<file path="config.mk">
export PLATFORM = sky130hd
export DESIGN_NAME = ifu_fetch_queue
export DESIGN_NICKNAME = d
export VERILOG_FILES = /design/src/rtl/cpuex_def_h.sv /design/src/rtl/fq_fifo.sv /design/src/rtl/ifu_fetch_queue.sv
export SDC_FILE = /design/constraint.sdc
export NUM_CORES = 1
export LEC_CHECK = 0
export BUFFER_PORTS_ARGS = -buffer_cell sky130_fd_sc_hd__buf_2
export CAP_MARGIN = 20
export CORE_MARGIN = 2
export CORE_UTILIZATION = 55
export CTS_BUF_LIST = sky130_fd_sc_hd__clkbuf_8 sky130_fd_sc_hd__clkbuf_16
export CTS_CLUSTER_DIAMETER = 100
export DETAILED_ROUTE_END_ITERATION = 16
export HOLD_SLACK_MARGIN = 0.02
export PLACE_DENSITY = 0.8
export RECOVER_POWER = 100
export SLEW_MARGIN = 20
export SYNTH_ARGS = -nofsm -noshare
export SYNTH_HDL_FRONTEND = slang
export SYNTH_SLANG_ARGS = --single-unit
</file>
<file path="constraint.sdc">
create_clock -name clk -period 3.4 [get_ports clk]
set_clock_uncertainty 0.2 [all_clocks]
set_input_delay 0.17 -clock clk [delete_from_list [all_inputs] [get_ports clk]]
set_output_delay 0.17 -clock clk [all_outputs]
set_load 0.03 [all_outputs]
</file>
<file path="src/rtl/cpuex_def_h.sv">
// Shared CPU exception definitions and default fetch address map.
package cpuex_def_h;

  localparam logic [4:0] EXC_NONE = 5'h0;
  localparam logic [4:0] EXC_ADEL = 5'h4;

  localparam logic [31:0] DEF_RESET_PC = 32'h0000_3000;
  localparam logic [31:0] DEF_EXC_PC   = 32'h0000_4180;
  localparam logic [31:0] DEF_ADDR_LO  = 32'h0000_3000;
  localparam logic [31:0] DEF_ADDR_HI  = 32'h0000_6ffc;

  // Fetch address error check: word aligned and inside [lo, hi], unsigned.
  function automatic logic [4:0] classify_pc(input logic [31:0] pc,
                                             input logic [31:0] lo,
                                             input logic [31:0] hi);
    if (pc[1:0] == 2'b00 && pc >= lo && pc <= hi) return EXC_NONE;
    return EXC_ADEL;
  endfunction

endpackage

</file>
<file path="src/rtl/fq_fifo.sv">
// Generic synchronous FIFO with push/pop/flush and occupancy count.
// The head data is kept in its own register so that it holds the last
// value once the FIFO drains and never depends combinationally on pop.
module fq_fifo #(
  parameter int WIDTH = 37,
  parameter int DEPTH = 4
) (
  input  logic                     clk,
  input  logic                     reset,
  input  logic                     push,
  input  logic [WIDTH-1:0]         push_data,
  input  logic                     pop,
  input  logic                     flush,
  output logic                     out_valid,
  output logic [WIDTH-1:0]         out_data,
  output logic [$clog2(DEPTH):0]   count
);

  localparam int PW = $clog2(DEPTH);
  localparam int CW = PW + 1;
  localparam logic [CW-1:0] FULL_CNT = CW'(DEPTH);

  logic [WIDTH-1:0] mem_q [DEPTH];
  logic [PW-1:0]    wr_ptr_q, wr_ptr_d;
  logic [PW-1:0]    rd_ptr_q, rd_ptr_d;
  logic [CW-1:0]    cnt_q, cnt_d;
  logic [WIDTH-1:0] head_q, head_d;
  logic             pop_ok, push_ok;
  logic [CW-1:0]    remain;

  // Next-state for pointers, occupancy and registered head entry.
  always_comb begin
    pop_ok   = pop && (cnt_q != '0);
    push_ok  = push && ((cnt_q != FULL_CNT) || pop_ok);
    remain   = cnt_q - (pop_ok ? CW'(1) : CW'(0));
    wr_ptr_d = wr_ptr_q;
    rd_ptr_d = rd_ptr_q;
    cnt_d    = cnt_q;
    head_d   = head_q;
    if (flush) begin
      wr_ptr_d = '0;
      rd_ptr_d = '0;
      cnt_d    = '0;
    end else begin
      if (push_ok) wr_ptr_d = wr_ptr_q + PW'(1);
      if (pop_ok)  rd_ptr_d = rd_ptr_q + PW'(1);
      cnt_d = remain + (push_ok ? CW'(1) : CW'(0));
      // Older entries stay ahead of the pushed one; an empty FIFO takes
      // the pushed data straight into the head register.
      if (remain != '0)  head_d = mem_q[rd_ptr_d];
      else if (push_ok)  head_d = push_data;
    end
  end

  // Storage write; no reset needed since entries are qualified by count.
  always_ff @(posedge clk) begin
    if (!flush && push_ok) mem_q[wr_ptr_q] <= push_data;
  end

  // Pointer, count and head registers.
  always_ff @(posedge clk) begin
    if (reset) begin
      wr_ptr_q <= '0;
      rd_ptr_q <= '0;
      cnt_q    <= '0;
      head_q   <= '0;
    end else begin
      wr_ptr_q <= wr_ptr_d;
      rd_ptr_q <= rd_ptr_d;
      cnt_q    <= cnt_d;
      head_q   <= head_d;
    end
  end

  assign out_valid = (cnt_q != '0);
  assign out_data  = head_q;
  assign count     = cnt_q;

endmodule

</file>
<file path="src/rtl/ifu_fetch_queue.sv">
// Fetch-address unit: sequential PC generation, interrupt/branch redirect,
// fetch address error classification and a PC/exception queue to decode.
// Optional performance counters are built when IFU_FQ_PERF_EN is defined.
// Handshake: an entry moves to decode on a cycle where out_valid and
// out_ready are both high; out_valid/out_pc/out_exc never depend on out_ready.
module ifu_fetch_queue import cpuex_def_h::*; #(
  parameter logic [31:0] RESET_PC = DEF_RESET_PC,
  parameter logic [31:0] EXC_PC   = DEF_EXC_PC,
  parameter logic [31:0] ADDR_LO  = DEF_ADDR_LO,
  parameter logic [31:0] ADDR_HI  = DEF_ADDR_HI,
  parameter int          DEPTH    = 4
) (
  input  logic                   clk,
  input  logic                   reset,
  input  logic                   int_req,
  input  logic                   redirect_valid,
  input  logic [31:0]            redirect_pc,
  output logic [31:0]            fetch_pc,
  output logic                   out_valid,
  input  logic                   out_ready,
  output logic [31:0]            out_pc,
  output logic [4:0]             out_exc,
  output logic [$clog2(DEPTH):0] count,
  output logic                   fsm_state
`ifdef IFU_FQ_PERF_EN
  ,
  output logic [31:0]            perf_full_cycles,
  output logic [31:0]            perf_flushes
`endif
);

  localparam int CW = $clog2(DEPTH) + 1;
  localparam logic [CW-1:0] FULL_CNT = CW'(DEPTH);

  typedef enum logic {ST_RUN = 1'b0, ST_FAULT = 1'b1} fq_state_e;

  fq_state_e   state_q, state_d;
  logic [31:0] pc_q, pc_d;
  logic        flush, pop, push;
  logic [31:0] flush_target;
  logic [4:0]  pc_exc;
  logic [36:0] head_data;

  // Redirect selection, push enable, PC update and RUN/FAULT transitions.
  always_comb begin
    flush        = int_req || redirect_valid;
    flush_target = int_req ? EXC_PC : redirect_pc;
    pop          = out_valid && out_ready;
    pc_exc       = classify_pc(pc_q, ADDR_LO, ADDR_HI);
    push         = 1'b0;
    pc_d         = pc_q;
    state_d      = state_q;
    if (flush) begin
      pc_d    = flush_target;
      state_d = ST_RUN;
    end else if (state_q == ST_RUN && (count != FULL_CNT || pop)) begin
      push = 1'b1;
      pc_d = pc_q + 32'd4;
      if (pc_exc != EXC_NONE) state_d = ST_FAULT;
    end
  end

  // PC and FSM state registers.
  always_ff @(posedge clk) begin
    if (reset) begin
      pc_q    <= RESET_PC;
      state_q <= ST_RUN;
    end else begin
      pc_q    <= pc_d;
      state_q <= state_d;
    end
  end

  fq_fifo #(.WIDTH(37), .DEPTH(DEPTH)) u_fifo (
    .clk       (clk),
    .reset     (reset),
    .push      (push),
    .push_data ({pc_q, pc_exc}),
    .pop       (pop),
    .flush     (flush),
    .out_valid (out_valid),
    .out_data  (head_data),
    .count     (count)
  );

  assign fetch_pc  = pc_q;
  assign out_pc    = head_data[36:5];
  assign out_exc   = head_data[4:0];
  assign fsm_state = state_q;

`ifdef IFU_FQ_PERF_EN
  logic [31:0] perf_full_q, perf_full_d;
  logic [31:0] perf_flush_q, perf_flush_d;

  // Full-stall cycle and flush event counters, wrapping at 2^32.
  always_comb begin
    perf_full_d  = perf_full_q;
    perf_flush_d = perf_flush_q;
    if (count == FULL_CNT && !pop) perf_full_d = perf_full_q + 32'd1;
    if (flush) perf_flush_d = perf_flush_q + 32'd1;
  end

  // Counter registers.
  always_ff @(posedge clk) begin
    if (reset) begin
      perf_full_q  <= '0;
      perf_flush_q <= '0;
    end else begin
      perf_full_q  <= perf_full_d;
      perf_flush_q <= perf_flush_d;
    end
  end

  assign perf_full_cycles = perf_full_q;
  assign perf_flushes     = perf_flush_q;
`endif

endmodule

</file>
==> impl_results.md <==
- Die height: 131 µm
- GRT Resource Usage Total: 26.3%
- Fin Setup TNS: 0 ps
- Yosys Warn Count: 0
- MaxCap Viol Count: 1
- Simple-gate share of the synthesized area: 19.5%
- Distinct cells, synth: 59
- LEAKAGE: 3.74 nW
- Post-Synth Adder-Cell Area: 1.41%
- Pwr/cell area: 518 nW/µm²
- Max IR drop VDD: 0.000335 V
- Core Area: 15,800 µm²
- Final Setup Violations: 0
- RSZ-0062 raised after global routing: no
- I/O pin cnt: 111
- Layout Utilization: 66.6%
- Synth Area in XOR/XNOR: 2.39%
- Setup WS pre-CTS: 67.2 ps
- First-pass GRT wire length: 34.7 mm
- Layout cells sized above 1: 13.6%
- Post-route ant nets: 0
- Ys async rst share: 0%
- Number of H-tree levels: 1
- Post-synth top area cell: edfxtp_1
- Post-CTS Setup Bufs: 0
- Ant diodes: 0
- First DRT Iteration DRCs: 684
- Largest family of logic cells by synthesized area: simple AND/OR/NAND/NOR gates
- Drt first pass iters: 4
- Setup ws final: 294 ps
- Overall Power: 5.46 mW
- HPWL Detailed: 13.9 mm
- Hold/Removal Path Class: in -> reg
- GRT overflow: 0
- Netlist Area Pre-Place: 8860 µm²
- Fmax: 322 MHz
- Largest net degree at the start of global routing: 66
- GP Congestion: 0.850
- Vias in the first global route: 6,398
- Placed instance count: 1,041
- Seq/Total Area, Yosys: 61.2%
- Mux contribution to synthesized area: 0.960%
- Failing checks: capacitance limit, slew limit
- Routed vias: 6,729
- Routed vias/inst: 6.03
- Non-filler instance count after layout: 1,116
- Initial core utilization: 56.0%
- Tcrit/Tclk final: 91.4%
- Fin nets: 932
- Final min period: 3110 ps
- Std-Cell Rows: 46
- EDFF count, synth: 132
- Kind of critical path: reg -> reg
- Cells after synthesis: 743
- Synth area leaders: edfxtp_1, dfxtp_1, nor4_2, nand2_1, a211oi_1
- Relative slew slack: -30.4%
- Final Hold Viols: 0
- Initial antenna violation count: 0
- Critical path required time: 3470 ps
- CP arrival: 3170 ps
- Mean Syn Cell Area: 11.9 µm²
- Clock transition at the registers of the reported paths: 60 ps
- CTS Buf Count: 21
- Die ar.: 17,100 µm²
- Crit start category: flip-flop
- Setup crit end kind: flip-flop
- Die Wd: 131 µm
- Clock sinks: 205
- Port Buffer Count: 106
- Layout area overhead: 19.0%
- Number of synthesized register bits: 205
- Least-Margin Pin Slew: 1960 ps
- CTS tree: yes
- Register-to-register setup slack: 290 ps
- DRC violations left: 0
- Clock Latency Late Sink: 490 ps
- Wire per inst: 20.3 µm
- Crit Path Max Fanout: 17
- Compound-cell area share of the yosys netlist: 11.0%
- Final WL: 22.7 mm
- Outcome: finished with violations
- Clock Path Buffers: 3
- Yosys top cell area share: 44.7%
- Clk root buf: clkbuf_16
- Final Slew Violations: 30
- Primary FF master, synth: edfxtp_1
## registers in the layout (all words and copies together), names as in the netlist
signal and count:
u_fifo.mem_q 132, u_fifo.rd_ptr_q 2, u_fifo.count 3, fetch_pc 32, u_fifo.wr_ptr_q 2, fsm_state 1, u_fifo.out_data 33
## worst max-delay path: stages, from the launching register on
cell and delay (ps):
dfxtp_1 390, o31ai_2 290, inv_1 70, ha_1 180, ha_1 180, xnor2_1 170, and3_4 240, nor3_4 560
buf_4 340, and3_1 200, nor4_1 60
## report_power, final
part           switching, mW  total [mW]  internal [mW]
logic                  0.286       0.441          0.155
clock network          0.912        2.23           1.32
registers             0.0716        2.78           2.71
total                   1.27        5.46           4.19
## synth_stat cells (16+ instances only)
master,count
edfxtp_1,132
nand2_1,92
dfxtp_1,73
and2_1,40
and3_1,38
a211oi_1,36
clkbuf_1,35
o22ai_1,32
a21oi_1,28
nor4_2,28
nor2_1,19
inv_1,16
nor4_1,16
## logic make-up after synthesis
group / Yosys count
other cells: 1
flops: 205
buf+inv: 69
xor+xnor: 22
simple gates: 288
mux: 6
compound gates: 142
fa+ha+maj: 10
## per-layer routing
layer / global-route usage [%] / wire, µm / up-vias
met2: 42.9 / 10800 / 309
met5: 0 / 0 / -
li1: - / - / 3079
met1: 37.1 / 9850 / 3296
met3: 3.42 / 1550 / 45
met4: 8.39 / 523 / 0
## placed cells by master, fill, tap and decap left out, types with 19 or more instances in the layout
cell type,count
nand2_1,92
edfxtp_1,132
o22ai_1,32
clkbuf_1,77
clkbuf_16,21
a211oi_1,36
dfxtp_1,73
dlygate4sd3_1,37
nor4_2,23
and3_1,38
buf_2,35
and2_1,38
a21oi_1,28
nor4_1,21
inv_1,19
nor2_1,19
## stage by stage
stage | hold slack [ps] | area, µm²
final | 94.0 | 10500
after CTS | 61.3 | 10700
after detailed placement | 201 | 9670
after global routing | 116 | 10500
after global placement | 196 | 9670
after floorplan | 78.6 | 8870
## worst paths after layout
kind                       from                  to  cells after the start
max             u_fifo.count[1]  u_fifo.out_data[6]                     10
min              redirect_valid        fetch_pc[15]                      4
max reg2reg     u_fifo.count[1]  u_fifo.out_data[6]                     10
min reg2reg  u_fifo.wr_ptr_q[1]  u_fifo.wr_ptr_q[1]                      2
## cell type report
| cell class | instances | area, µm² |
|---|---|---|
| multi-input cells | 472 | 3110 |
| fillers | 1168 | 5290 |
| clock buffers | 23 | 553 |
| inverters | 16 | 60.1 |
| well taps | 216 | 270 |
| flip-flops and latches | 205 | 5430 |
| clock inverters | 15 | 123 |
| repair buffers | 169 | 997 |
## timing repair
action                                 4_1_cts  5_1_grt
gates resized for setup                      0        1
setup endpoints to repair                    0       16
endpoints found under the hold margin       32        0
hold buffers                                37        0
Power figures use the tool's default switching activity.
